File: config.mk
export PLATFORM = sky130hd
export DESIGN_NAME = rx_word_buffer
export DESIGN_NICKNAME = d
export VERILOG_FILES = /design/src/rtl/phy_wifi_pkg.sv /design/src/rtl/rx_word_buffer_fifo.sv /design/src/rtl/rx_word_buffer.sv
export SDC_FILE = /design/constraint.sdc
export NUM_CORES = 1
export LEC_CHECK = 0
export CORE_ASPECT_RATIO = 0.7
export CORE_MARGIN = 2
export CORE_UTILIZATION = 40
export CTS_CLUSTER_DIAMETER = 80
export DETAILED_ROUTE_END_ITERATION = 8
export SLEW_MARGIN = 25
export SYNTH_ARGS = -nofsm -noshare
export SYNTH_HDL_FRONTEND = slang
export SYNTH_HIERARCHICAL = 1
export SYNTH_SLANG_ARGS = --single-unit
File: constraint.sdc
create_clock -name clk -period 8.25 [get_ports clk]
set_clock_uncertainty 0.05 [all_clocks]
set_input_delay 2.475 -clock clk [delete_from_list [all_inputs] [get_ports clk]]
set_output_delay 2.475 -clock clk [all_outputs]
set_load 0.05 [all_outputs]
File: src/rtl/phy_wifi_pkg.sv
// Shared constants and types for the WiFi PHY receive path.
//   RX_BUF_DEPTH / RX_BUF_ADDR_W : default RX word buffer geometry
//   FRAME_LEN_W                  : width of the latched frame length
//   rx_state_e                   : receive-buffer frame state (IDLE / RECV)
//   sat_inc_len                  : saturating increment for frame word counts
package phy_wifi_pkg;

  localparam int RX_BUF_DEPTH  = 8;
  localparam int RX_BUF_ADDR_W = 3;
  localparam int FRAME_LEN_W   = 8;

  typedef enum logic {
    IDLE = 1'b0,
    RECV = 1'b1
  } rx_state_e;

  // Frame lengths stick at the all-ones value instead of wrapping.
  function automatic logic [FRAME_LEN_W-1:0] sat_inc_len(input logic [FRAME_LEN_W-1:0] v);
    logic [FRAME_LEN_W-1:0] r;
    r = (v == {FRAME_LEN_W{1'b1}}) ? v : v + FRAME_LEN_W'(1);
    return r;
  endfunction

endpackage

File: src/rtl/rx_word_buffer_fifo.sv
// rx_sync_fifo: first-word-fall-through synchronous FIFO.
// Ports:
//   clk, reset        clock, asynchronous active-low reset
//   push, wr_data     write request (unqualified) and data
//   pop               read request (unqualified); ignored while empty
//   push_ok           push was accepted this cycle (combinational)
//   rd_data           head entry, meaningful while empty = 0
//   empty, full       registered status flags
//   level             number of stored entries, 0..DEPTH
module rx_sync_fifo #(
  parameter int DATA_WIDTH = 32,
  parameter int DEPTH      = 8,
  parameter int ADDR_W     = 3
) (
  input  logic                  clk,
  input  logic                  reset,
  input  logic                  push,
  input  logic [DATA_WIDTH-1:0] wr_data,
  input  logic                  pop,
  output logic                  push_ok,
  output logic [DATA_WIDTH-1:0] rd_data,
  output logic                  empty,
  output logic                  full,
  output logic [ADDR_W:0]       level
);

  localparam logic [ADDR_W:0] LVL_FULL = (ADDR_W+1)'(DEPTH);
  localparam logic [ADDR_W:0] LVL_ONE  = (ADDR_W+1)'(1);

  logic [DATA_WIDTH-1:0] mem_q [DEPTH];
  logic [ADDR_W-1:0]     wr_ptr_q, rd_ptr_q;
  logic [ADDR_W:0]       level_q, level_d;
  logic                  empty_q, full_q;
  logic                  pop_ok;

  // A pop on a full FIFO frees the slot the simultaneous push writes into.
  assign pop_ok  = pop & ~empty_q;
  assign push_ok = push & (~full_q | pop_ok);

  always_comb begin
    level_d = level_q;
    case ({push_ok, pop_ok})
      2'b10:   level_d = level_q + LVL_ONE;
      2'b01:   level_d = level_q - LVL_ONE;
      default: level_d = level_q;
    endcase
  end

  always_ff @(posedge clk or negedge reset) begin
    if (!reset) begin
      wr_ptr_q <= '0;
      rd_ptr_q <= '0;
      level_q  <= '0;
      empty_q  <= 1'b1;
      full_q   <= 1'b0;
    end else begin
      if (push_ok) wr_ptr_q <= wr_ptr_q + ADDR_W'(1);
      if (pop_ok)  rd_ptr_q <= rd_ptr_q + ADDR_W'(1);
      level_q <= level_d;
      empty_q <= (level_d == '0);
      full_q  <= (level_d == LVL_FULL);
    end
  end

  // Storage carries no reset; the head is read asynchronously so a pushed
  // word falls through to rd_data in the cycle after it is written.
  always_ff @(posedge clk) begin
    if (push_ok) mem_q[wr_ptr_q] <= wr_data;
  end

  assign rd_data = mem_q[rd_ptr_q];
  assign empty   = empty_q;
  assign full    = full_q;
  assign level   = level_q;

endmodule

File: src/rtl/rx_word_buffer.sv
// rx_word_buffer: buffers deserializer words and tracks frame boundaries.
// Ports:
//   clk, reset            clock, asynchronous active-low reset
//   wr_valid, wr_data     deserializer word strobe (rising edge) and data
//   frame_end             deserializer rx interrupt (rising edge = end of frame)
//   rd_en                 pop request; rd_data shows the FIFO head
//   empty, full, level    FIFO status
//   overflow, clear_ovf   sticky word-dropped flag and its clear
//   frame_len             words accepted in the last completed frame
//   en_irq, clear_irq     frame interrupt enable and clear
//   frame_irq             sticky frame-done interrupt
//   busy                  a frame is being received
module rx_word_buffer
  import phy_wifi_pkg::*;
#(
  parameter int DATA_WIDTH = 32,
  parameter int DEPTH      = RX_BUF_DEPTH,
  parameter int ADDR_W     = RX_BUF_ADDR_W
) (
  input  logic                   clk,
  input  logic                   reset,
  input  logic                   wr_valid,
  input  logic [DATA_WIDTH-1:0]  wr_data,
  input  logic                   frame_end,
  input  logic                   rd_en,
  output logic [DATA_WIDTH-1:0]  rd_data,
  output logic                   empty,
  output logic                   full,
  output logic [ADDR_W:0]        level,
  output logic                   overflow,
  input  logic                   clear_ovf,
  output logic [FRAME_LEN_W-1:0] frame_len,
  input  logic                   en_irq,
  input  logic                   clear_irq,
  output logic                   frame_irq,
  output logic                   busy
);

  logic                   wr_valid_d_q, frame_end_d_q;
  logic                   push, fe, push_ok, push_drop;
  logic                   overflow_q, frame_irq_q;
  logic [FRAME_LEN_W-1:0] word_cnt_q, frame_len_q;
  rx_state_e              state_q;

  // Level inputs from the deserializer count once per rising edge.
  assign push      = wr_valid & ~wr_valid_d_q;
  assign fe        = frame_end & ~frame_end_d_q;
  assign push_drop = push & ~push_ok;

  always_ff @(posedge clk or negedge reset) begin
    if (!reset) begin
      wr_valid_d_q  <= 1'b0;
      frame_end_d_q <= 1'b0;
    end else begin
      wr_valid_d_q  <= wr_valid;
      frame_end_d_q <= frame_end;
    end
  end

  rx_sync_fifo #(
    .DATA_WIDTH (DATA_WIDTH),
    .DEPTH      (DEPTH),
    .ADDR_W     (ADDR_W)
  ) u_fifo (
    .clk     (clk),
    .reset   (reset),
    .push    (push),
    .wr_data (wr_data),
    .pop     (rd_en),
    .push_ok (push_ok),
    .rd_data (rd_data),
    .empty   (empty),
    .full    (full),
    .level   (level)
  );

  // Set has priority over a coincident clear.
  always_ff @(posedge clk or negedge reset) begin
    if (!reset) begin
      overflow_q <= 1'b0;
    end else if (push_drop) begin
      overflow_q <= 1'b1;
    end else if (clear_ovf) begin
      overflow_q <= 1'b0;
    end
  end

  always_ff @(posedge clk or negedge reset) begin
    if (!reset) begin
      state_q     <= IDLE;
      word_cnt_q  <= '0;
      frame_len_q <= '0;
      frame_irq_q <= 1'b0;
    end else begin
      case (state_q)
        IDLE: begin
          if (fe) begin
            // Frame end with no words received: report an empty frame.
            frame_len_q <= '0;
            word_cnt_q  <= '0;
          end else if (push_ok) begin
            word_cnt_q <= sat_inc_len(word_cnt_q);
            state_q    <= RECV;
          end
        end
        RECV: begin
          if (fe) begin
            // A word accepted on the closing cycle still belongs to this frame.
            frame_len_q <= push_ok ? sat_inc_len(word_cnt_q) : word_cnt_q;
            word_cnt_q  <= '0;
            state_q     <= IDLE;
          end else if (push_ok) begin
            word_cnt_q <= sat_inc_len(word_cnt_q);
          end
        end
        default: state_q <= IDLE;
      endcase

      if (fe && en_irq) begin
        frame_irq_q <= 1'b1;
      end else if (clear_irq) begin
        frame_irq_q <= 1'b0;
      end
    end
  end

  assign overflow  = overflow_q;
  assign frame_len = frame_len_q;
  assign frame_irq = frame_irq_q;
  assign busy      = (state_q == RECV);

endmodule
### Word level (Yosys, flattened, before mapping)

Memories as Yosys holds them, arrays and structs flattened.
Cells that the tools add are included.
W data, S select, Z words.

* memories kept: 1
* output and inout port bits: 49
* logic and storage cells: 57
* bits in registers: 33
* RAM bits: 256

* bitwise operators: 12
* equality and inequality tests: 6
* reduce and logical (&&, ||, !) cells: 5
* mux-type cells: 16
* $add $sub $neg: 5

Memories
* u_fifo.mem_q: words 8, bits a word 32, rd ports 1, clocked after memory_dff 0, wr ports 1, line rx_word_buffer_fifo.sv:30 `logic [DATA_WIDTH-1:0] mem_q [DEPTH];`

Operators by type and width (number)
* $mux W8: 5
* $pmux W8 S2: 1
* $add A8 B1 Y8 const B: 1
* $eq A8 B8 Y1 const B: 1
* $mux W1: 8
* $pmux W4 S2: 1
* $add A3 B1 Y3 const B: 2
* $not A1 Y1: 6
* $and A1 B1 Y1: 5
* $add A4 B1 Y4 const B: 1
* $eq A4 B4 Y1 const B: 1
* $logic_not A4 Y1: 1
* $ne A2 B2 Y1 const B: 2
* $reduce_bool A2 Y1: 2
* $sub A4 B1 Y4 const B: 1
* $eq A2 B1 Y1 const B: 1
* $eq A2 B2 Y1 const B: 1
* $pmux W1 S2: 1
* $reduce_and A2 Y1: 1
* $logic_and A1 B1 Y1: 1
* $or A1 B1 Y1: 1

### Depth between registers and ports, before layout

Gate-level depths: netlist (run 1).

* depth in word-level cells: 7
* depth in mapped cells: 10
* depth with buffers taken out: 10

### By module

The synthesis (run 1) kept the hierarchy.

By module, submodules not included
* rx_sync_fifo: area each 10418.7 µm², instances 1, cells each 439
* rx_word_buffer: area each 903.4 µm², instances 1, cells each 88

### Worst setup path before layout (run 1)

No wires, ideal clock.

* path type: in2reg
* start: in rd_en
* end: mem u_fifo.mem_q[0][0] (enable)
* stages: 4
* setup slack: 1824 ps
* arrival: 5875 ps
* buffers on the path: 0
* path through: nand2b_1 nand2_1 nand2_1 nor4_1

* longest elaborated chain between the ends: 5

RTL lines
* from (decl): line rx_word_buffer.sv:25 `input logic rd_en,`
* $and A1 B1 Y1: line rx_word_buffer_fifo.sv:37 `assign pop_ok = pop & ~empty_q;`
* $or A1 B1 Y1: line rx_word_buffer_fifo.sv:38 `assign push_ok = push & (~full_q | pop_ok);`
* $and A1 B1 Y1: line rx_word_buffer_fifo.sv:38
* $mux W1: line rx_word_buffer_fifo.sv:68 `if (push_ok) mem_q[wr_ptr_q] <= wr_data;`
* $mux W1 (not written as such): line rx_word_buffer_fifo.sv:68
* to (decl): line rx_word_buffer_fifo.sv:30

Every way passes these cells.

### Worst setup path in the final report (run 1)

* start: reg u_fifo.rd_ptr_q[0]
* end: out rd_data[31]

* longest elaborated chain between the ends: 1

RTL lines
* from (decl): line rx_word_buffer_fifo.sv:31 `logic [ADDR_W-1:0] wr_ptr_q, rd_ptr_q;`
* from (signal assigned): line rx_word_buffer_fifo.sv:58 `if (pop_ok) rd_ptr_q <= rd_ptr_q + ADDR_W'(1);`
* $mem_v2 Z8 W32
* to (decl): line rx_word_buffer.sv:26 `output logic [DATA_WIDTH-1:0] rd_data,`

Every way passes these cells.

==> impl_metrics.yaml, run 1 <==
status:
  status: "finished, final reports clean"
floorplan:
  io_pins: 89
  dieArea_um2: 29700
  initial_core_util_pct: 40.7
  fp.dieW_um: 205
  num_rows: 51
  die_height_um: 145
  core_um2: 27800
timing:
  fin_hold_ws_ps: 429
  fmax_mhz: 161
  hold_viol: 0
  slew_violations: 0
  grt_setup_unrepaired: "no"
  min_period_over_period_pct: 75.3
  layout_min_cycle_time_ps: 6210
  tns_ps: 0
  slew_headroom_pct: 34.3
  worst_slew_pin_slew_ps: 985
  setup_violations: 0
worst_setup_path:
  crit_path_max_fanout: 39
  startpoint_type: "register"
  crit_type: "reg -> out"
  endpoint_kind: "primary output"
  worstPathArrival_ps: 3690
  required_ps: 5730
logic_synthesis:
  ys_seq_area_share_pct: 75.2
  ys_seq_elements: 289
  synth.cell_area_um2: 11300
  syn_nets: 573
  syn_area_per_cell_um2: 21.5
  synth_edf_count: 256
  synthArstFlopShare_pct: 11.4
  ys_types: 47
  ys.flop_type: "edfxtp_1"
  postSynthCellCount: 527
  yosysWarnings: 6
min_path:
  min_path_type: "reg -> reg"
clock_tree:
  cts_root_buffer: "clkbuf_16"
  cts_buffers: 28
  cts.sinks: 289
  cts_hold_buf: 0
  htree_levels: 1
  postCtsSetupBuffers: 0
  clk_pin_slew_ps: 60
  cts_tree: "built"
  cts.path.max_buffers: 3
  post_cts_resized: 0
  clock_latency_ps: 530
detailed_routing:
  drtIter0Drc: 362
  ant_nets: 0
  drc: 0
  drt_pre_antenna_iters: 6
  routedWlPerCell_um: 21.4
  finalWirelength_mm: 21.9
  via_per_inst: 5.23
  vias: 5371
placed_design:
  dp_cells: 975
  dpl.hpwl_mm: 12.1
  portBuffers: 88
  globalplace.congestion: 0.701
final_layout:
  multi_input_area_um2: 2680
  fin_cells: 1027
  final_cell_mix: "edfxtp_1, clkdlybuf4s50_1, mux4_2, mux2_2"
  regArea_um2: 8520
  area_growth_pct: 19.0
  fin_nets: 680
  fillCellCount: 2283
  layout_commonest_cell: "edfxtp_1"
  drive_gt1_share_pct: 20.6
job:
  cap_viol_max_count: 0
grt:
  grt_first_pass_wirelength_mm: 33.7
  grt_max_degree: 40
  grt_pass1_vias: 5620
  antenna_found_initial: 3
  track_usage_pct: 15.2
  grt_overflow: 0
pwr:
  powerDensity_nw_per_um2: 350
  total_leakage_power_uw: 0.00448
  ir_drop_uv: 251
routing by layer:
layer	global-route usage, %	up-vias	wire (um)
met3	3.20	33	1260
li1	-	2394	-
met5	0	-	0
met4	3.45	0	388
met1	21.3	2822	9990
met2	24.6	122	10300
final cells by class:
type,instances,share of cell area (%)
flip-flops and latches,289,63.2
multi-input cells,211,19.9
clock inverters,13,0.483
repair buffers,99,7.15
well taps,371,3.45
clock buffers,37,5.61
diodes,2,0.0371
inverters,5,0.139
sequential cells by signal, indices dropped and copies added, names as in the netlist:
name,count
u_fifo/full,1
u_fifo/empty,1
wr_valid_d_q,1
frame_len,8
overflow,1
u_fifo/level,4
frame_end_d_q,1
u_fifo/rd_ptr_q,3
busy,1
word_cnt_q,8
u_fifo/wr_ptr_q,3
u_fifo/mem_q,256
frame_irq,1
cells in the mapped netlist, types with 3 or more instances:
cell | count | share of area, %
buf_1 | 4 | 0.13
inv_1 | 5 | 0.17
o21ai_0 | 8 | 0.35
nand3_1 | 5 | 0.22
mux2_2 | 33 | 3.3
nor2_1 | 12 | 0.40
dfrtp_1 | 32 | 7.1
nor3_1 | 8 | 0.35
nand4_1 | 3 | 0.17
nor2b_1 | 4 | 0.22
buf_2 | 3 | 0.13
mux4_2 | 39 | 7.8
mux4_1 | 25 | 5.8
nand2b_1 | 6 | 0.33
xnor2_1 | 4 | 0.31
clkbuf_1 | 9 | 0.30
edfxtp_1 | 256 | 68
ha_1 | 6 | 0.66
xor2_1 | 6 | 0.46
a21oi_1 | 5 | 0.22
nand2_1 | 21 | 0.70
a31oi_1 | 3 | 0.17
critical path: stages, from the launching register on:
cell and delay (ps):
dfrtp_4 920, buf_4 590, mux4_1 610, mux2_2 300
clkdlybuf4s50_1 710
power breakdown:
group	switching [uW]	leakage [uW]	internal, uW	total, uW
Combinational	927	0.00134	719	1650
Sequential	187	0.00273	1740	1920
Clock	508	0.000403	641	1150
Total	1620	0.00448	3100	4720
path summary, 6_finish.rpt:
kind,startpoint,end,slack (ps),depth (start not counted)
min in group asynchronous,reset,frame_len[0],2320,2
worst min register to register,frame_len[5],frame_len[5],430,1
worst min-delay path,frame_len[5],frame_len[5],430,1
max in group asynchronous,reset,u_fifo/rd_ptr_q[0],5490,2
worst max-delay path,u_fifo/rd_ptr_q[0],rd_data[31],2040,4
worst max register to register,u_fifo/empty,u_fifo/mem_q[7][11],5240,7
per-stage QoR:
step	util [%]	worst slack, ps	area, um2	total power (uW)
2_1_floorplan	-	1820	11300	3150
4_1_cts	48.4	1950	13500	4790
3_5_place_dp	45.5	2520	12600	3630
3_3_place_gp	45.5	2540	12600	3600
6_report	48.4	2040	13500	4720
5_1_grt	48.4	1830	13500	4950
logic make-up after synthesis:
logic type	synth area share [%]
compound gates	1.39
xor+xnor	0.983
fa+ha+maj	0.663
buf+inv	1.55
flops	75.2
mux	17.1
simple gates	3.09
No activity file was read; power rests on OpenSTA's default activity.
==> inputs of run 2 (changes only) <==
clock period = 5.55 ns   (was 8.25 ns; I/O delays follow)
==> run 2 against run 1 <==
Effect of this change: wire length about the same; sequential share of layout area is 0.47 points lower; via count decreased by 0.76%.
==> impl_metrics.yaml, run 2 (synthesis gave the netlist of run 1 again) <==
clock_tree:
  cts_hold_buf: 0
  cts_root_buffer: "clkbuf_16"
  cts_buffers: 28
  postCtsSetupBuffers: 0
  htree_levels: 1
  cts.sinks: 289
  cts_tree: "built"
  clk_pin_slew_ps: 60
  cts.path.max_buffers: 3
  clock_latency_ps: 530
  post_cts_resized: 0
timing:
  layout_min_cycle_time_ps: 4920
  tns_ps: 0
  hold_viol: 0
  grt_setup_unrepaired: "no"
  min_period_over_period_pct: 88.7
  setup_slack_ps: 626
  slew_violations: 0
  setup_violations: 0
  fmax_mhz: 203
  slew_headroom_pct: 42.8
  fin_hold_ws_ps: 439
  worst_slew_pin_slew_ps: 856
floorplan:
  fp.dieW_um: 205
  initial_core_util_pct: 40.7
  dieArea_um2: 29700
  core_um2: 27800
  io_pins: 89
  die_height_um: 145
  num_rows: 51
final_layout:
  largest_reg_flops: 256
  final_util_pct: 48.8
  fin_cells: 1026
  final_cell_mix: "edfxtp_1, clkdlybuf4s50_1, mux4_2, mux2_2"
  fin_nets: 682
  area_growth_pct: 19.9
  drive_gt1_share_pct: 20.8
  top_register: "u_fifo/mem_q"
  layout_commonest_cell: "edfxtp_1"
pwr:
  total_leakage_power_uw: 0.00451
  powerDensity_nw_per_um2: 525
  ir_drop_uv: 334
worst_setup_path:
  crit_path_max_fanout: 30
  endpoint_kind: "primary output"
  r2r_end: "u_fifo/full"
  required_ps: 3840
  startpoint: "u_fifo/rd_ptr_q[0]"
  crit_type: "reg -> out"
  worstPathArrival_ps: 3210
  startpoint_type: "register"
  worst-r2r-cell-count: 10
  rr_startpoint: "u_fifo/empty"
  r2r_slack_ps: 2750
grt:
  track_usage_pct: 15.1
  grt_pass1_vias: 5675
  grt_overflow: 0
  grt_max_degree: 35
  antenna_found_initial: 1
  grt_first_pass_wirelength_mm: 33.6
min_path:
  min_path_type: "reg -> reg"
  worstHoldEndpoint: "frame_len[0]"
  min_from: "frame_len[0]"
  min_path_cells: 2
placed_design:
  portBuffers: 88
  dp_cells: 977
  dpl.hpwl_mm: 12.3
  globalplace.congestion: 0.739
  post-place-ws_ps: 1120
job:
  cap_viol_max_count: 0
detailed_routing:
  ant_nets: 0
  finalWirelength_mm: 22.0
  vias: 5330
  routedWlPerCell_um: 21.4
  drtIter0Drc: 287
  via_per_inst: 5.19
  drt_pre_antenna_iters: 4
  drc: 0
status:
  status: "finished, final reports clean"
[run 2: changes by cell type in the layout (fill, tap and decap cells not counted), sizes merged]
cell    delta
buf        +2
bufinv     +1
clkbuf     +2
clkinv     -4
diode      -1
inv        -1
[run 2: layout make-up]
type	count	area [um2]
inverter	5	18.8
timing repair buffer	101	1030
antenna	1	2.50
clock inverter	9	67.6
fill	2287	14200
sequential	289	8520
clock buffer	39	783
multi-input combinational	211	2690
tap	371	464
[run 2: power by group]
| part | internal (uW) | switching, uW |
|---|---|---|
| sequential | 2580 | 228 |
| clock | 1020 | 744 |
| combinational | 1110 | 1450 |
| total | 4710 | 2420 |
[run 2: through the flow]
step	power, uW	instance area (um2)
global route	7440	13600
global placement	5400	12700
CTS	7230	13600
detailed placement	5450	12700
finish	7130	13600
floorplan	4680	11300
[run 2: layer usage]
metal	global-route usage (%)	part of all wire (%)	vias up
li1	-	-	2395
met1	20.4	45	2778
met2	25.3	48	124
met3	3.27	5.1	33
met4	3.48	2.0	0
met5	0	0	-
[run 2: worst max path at each step]
stage	endpoint	slack [ps]
floorplan	u_fifo/mem_q[4][0]	430
global placement	rd_data[3]	1160
detailed placement	u_fifo/mem_q[5][30]	1120
CTS	rd_data[17]	570
global route	rd_data[28]	480
finish	rd_data[28]	630
[run 2: critical path, cell delays in order, from the launching register on]
cell and delay, ps:
dfrtp_4 740, buf_12 320, mux4_2 540, mux2_2 270, clkdlybuf4s50_1 770
==> inputs of run 3 (changes only) <==
CORE_MARGIN = 10   (was 2)
==> run 3 against run 2 <==
Effect of this change: count of clock-buffer cells in the layout decreased by 5; combinational power decreased by 3%; sequential cell count unchanged; sequential power increased by 2%; global-route usage decreased by 2.7 points; critical path depth unchanged; power increased by 2.4%; critical endpoint is now rd_data[17]; largest cell class unchanged; largest power group unchanged.
==> impl_metrics.yaml, run 3 (synthesis gave the netlist of run 1 again) <==
status:
  status: "finished, final reports clean"
detailed_routing:
  ant_nets: 0
  drtIter0Drc: 316
  drt_pre_antenna_iters: 4
  via_per_inst: 5.27
  finalWirelength_mm: 22.1
  routedWlPerCell_um: 21.5
  vias: 5414
  drc: 0
worst_setup_path:
  rr_startpoint: "u_fifo/empty"
  worst-r2r-cell-count: 7
  worstPathArrival_ps: 3180
  critPathTopFamily: "buffers and inverters"
  crit_path_max_fanout: 17
  startpoint_type: "register"
  r2r_slack_ps: 2740
  endpoint_kind: "primary output"
  crit_type: "reg -> out"
  required_ps: 3840
  r2r_end: "u_fifo/mem_q[6][25]"
  path_cells: "buf_4, mux4_1, mux2_2, clkdlybuf4s50_1"
  critPathMaxStageDelay_ps: 700
  slowest_stage: "clkdlybuf4s50_1"
  crit_buf_inv: 2
timing:
  grt_setup_unrepaired: "no"
  fmax_mhz: 204
  tns_ps: 0
  hold_viol: 0
  layout_min_cycle_time_ps: 4900
  slew_headroom_pct: 31.5
  worst_slew_pin_slew_ps: 1030
  slew_violations: 0
  min_period_over_period_pct: 88.2
  setup_slack_ps: 654
  setup_violations: 0
pwr:
  power.internal_uw: 4860
  ir_drop_uv: 329
  seqPwrFrac_pct: 39.3
  switching_share_pct: 33.5
  power.net_switching_uw: 2450
  power_uw: 7310
  powerDensity_nw_per_um2: 535
  total_leakage_power_uw: 0.00455
  p_comb_share_pct: 34.0
  p_clk_share_pct: 26.6
min_path:
  min_from: "frame_len[5]"
  min_path_cells: 1
  min_path_type: "reg -> reg"
  worstHoldEndpoint: "frame_len[5]"
final_layout:
  final_util_pct: 49.1
  area_growth_pct: 20.6
  fillCellCount: 2276
  drive_gt1_share_pct: 21.2
  finalInstanceArea_um2: 13700
  fin_nets: 682
  top_register: "u_fifo/mem_q"
  largest_reg_flops: 256
  final_cell_mix: "edfxtp_1, clkdlybuf4s50_1, mux4_2, mux2_2"
  layout_commonest_cell: "edfxtp_1"
clock_tree:
  post_cts_resized: 0
  htree_levels: 1
  cts_root_buffer: "clkbuf_16"
  clock_latency_ps: 530
  clk_pin_slew_ps: 60
  cts_buffers: 28
  cts.sinks: 289
  cts_tree: "built"
  postCtsSetupBuffers: 0
  cts.path.max_buffers: 3
  cts_hold_buf: 0
grt:
  grt_pass1_vias: 5763
  grt_max_degree: 67
  antenna_found_initial: 3
  track_usage_pct: 12.3
  grt_overflow: 0
  grt_first_pass_wirelength_mm: 34.8
floorplan:
  initial_core_util_pct: 40.7
  die_height_um: 161
  dieArea_um2: 35500
  fp.dieW_um: 221
  num_rows: 51
  core_um2: 27800
  io_pins: 89
job:
  cap_viol_max_count: 0
placed_design:
  dpl.hpwl_mm: 13.0
  post-place-ws_ps: 983
  portBuffers: 88
  placed_cell_area_um2: 12700
  globalplace.congestion: 0.768
-- run 3: per-layer routing --
metal  GRT usage (%)  part of all wire [%]  vias up
met5               0                  0.14        -
met2            19.6                    47       98
met3            3.03                   4.0       36
met4            2.89                   1.9        4
li1                -                     -     2391
met1            16.8                    47     2885
-- run 3: cell type report --
class / instances / area [um2] / share of cell area (%)
clock buffer: 34 / 744 / 5.45
antenna: 1 / 2.50 / 0.0183
inverter: 5 / 18.8 / 0.137
clock inverter: 15 / 208 / 1.52
multi-input combinational: 211 / 2690 / 19.7
tap: 371 / 464 / 3.40
sequential: 289 / 8520 / 62.4
timing repair buffer: 101 / 1000 / 7.35
-- run 3: stage by stage --
stage / std cells / hold slack [ps]
after floorplan: 527 / 484
after global placement: 977 / 415
after detailed placement: 977 / 423
final: 1027 / 438
after global routing: 1026 / 462
after CTS: 1026 / 437
-- run 3: worst max-delay path by stage --
stage	from	endpoint	cells after the start	slack [ps]
floorplan	rd_en	u_fifo/mem_q[4][0]	6	430
global placement	wr_valid	u_fifo/mem_q[5][24]	7	1100
detailed placement	wr_valid	u_fifo/mem_q[5][24]	7	980
CTS	u_fifo/rd_ptr_q[0]	rd_data[17]	4	600
global route	u_fifo/rd_ptr_q[0]	rd_data[17]	4	510
finish	u_fifo/rd_ptr_q[0]	rd_data[17]	4	650
-- run 3: power groups by stage --
stage	Clock [uW]	Sequential (uW)	Combinational, uW
floorplan	0	2800	1880
global placement	0	2920	2500
detailed placement	0	2930	2520
CTS	2000	2880	2530
global route	2090	2910	2630
finish	1950	2870	2490
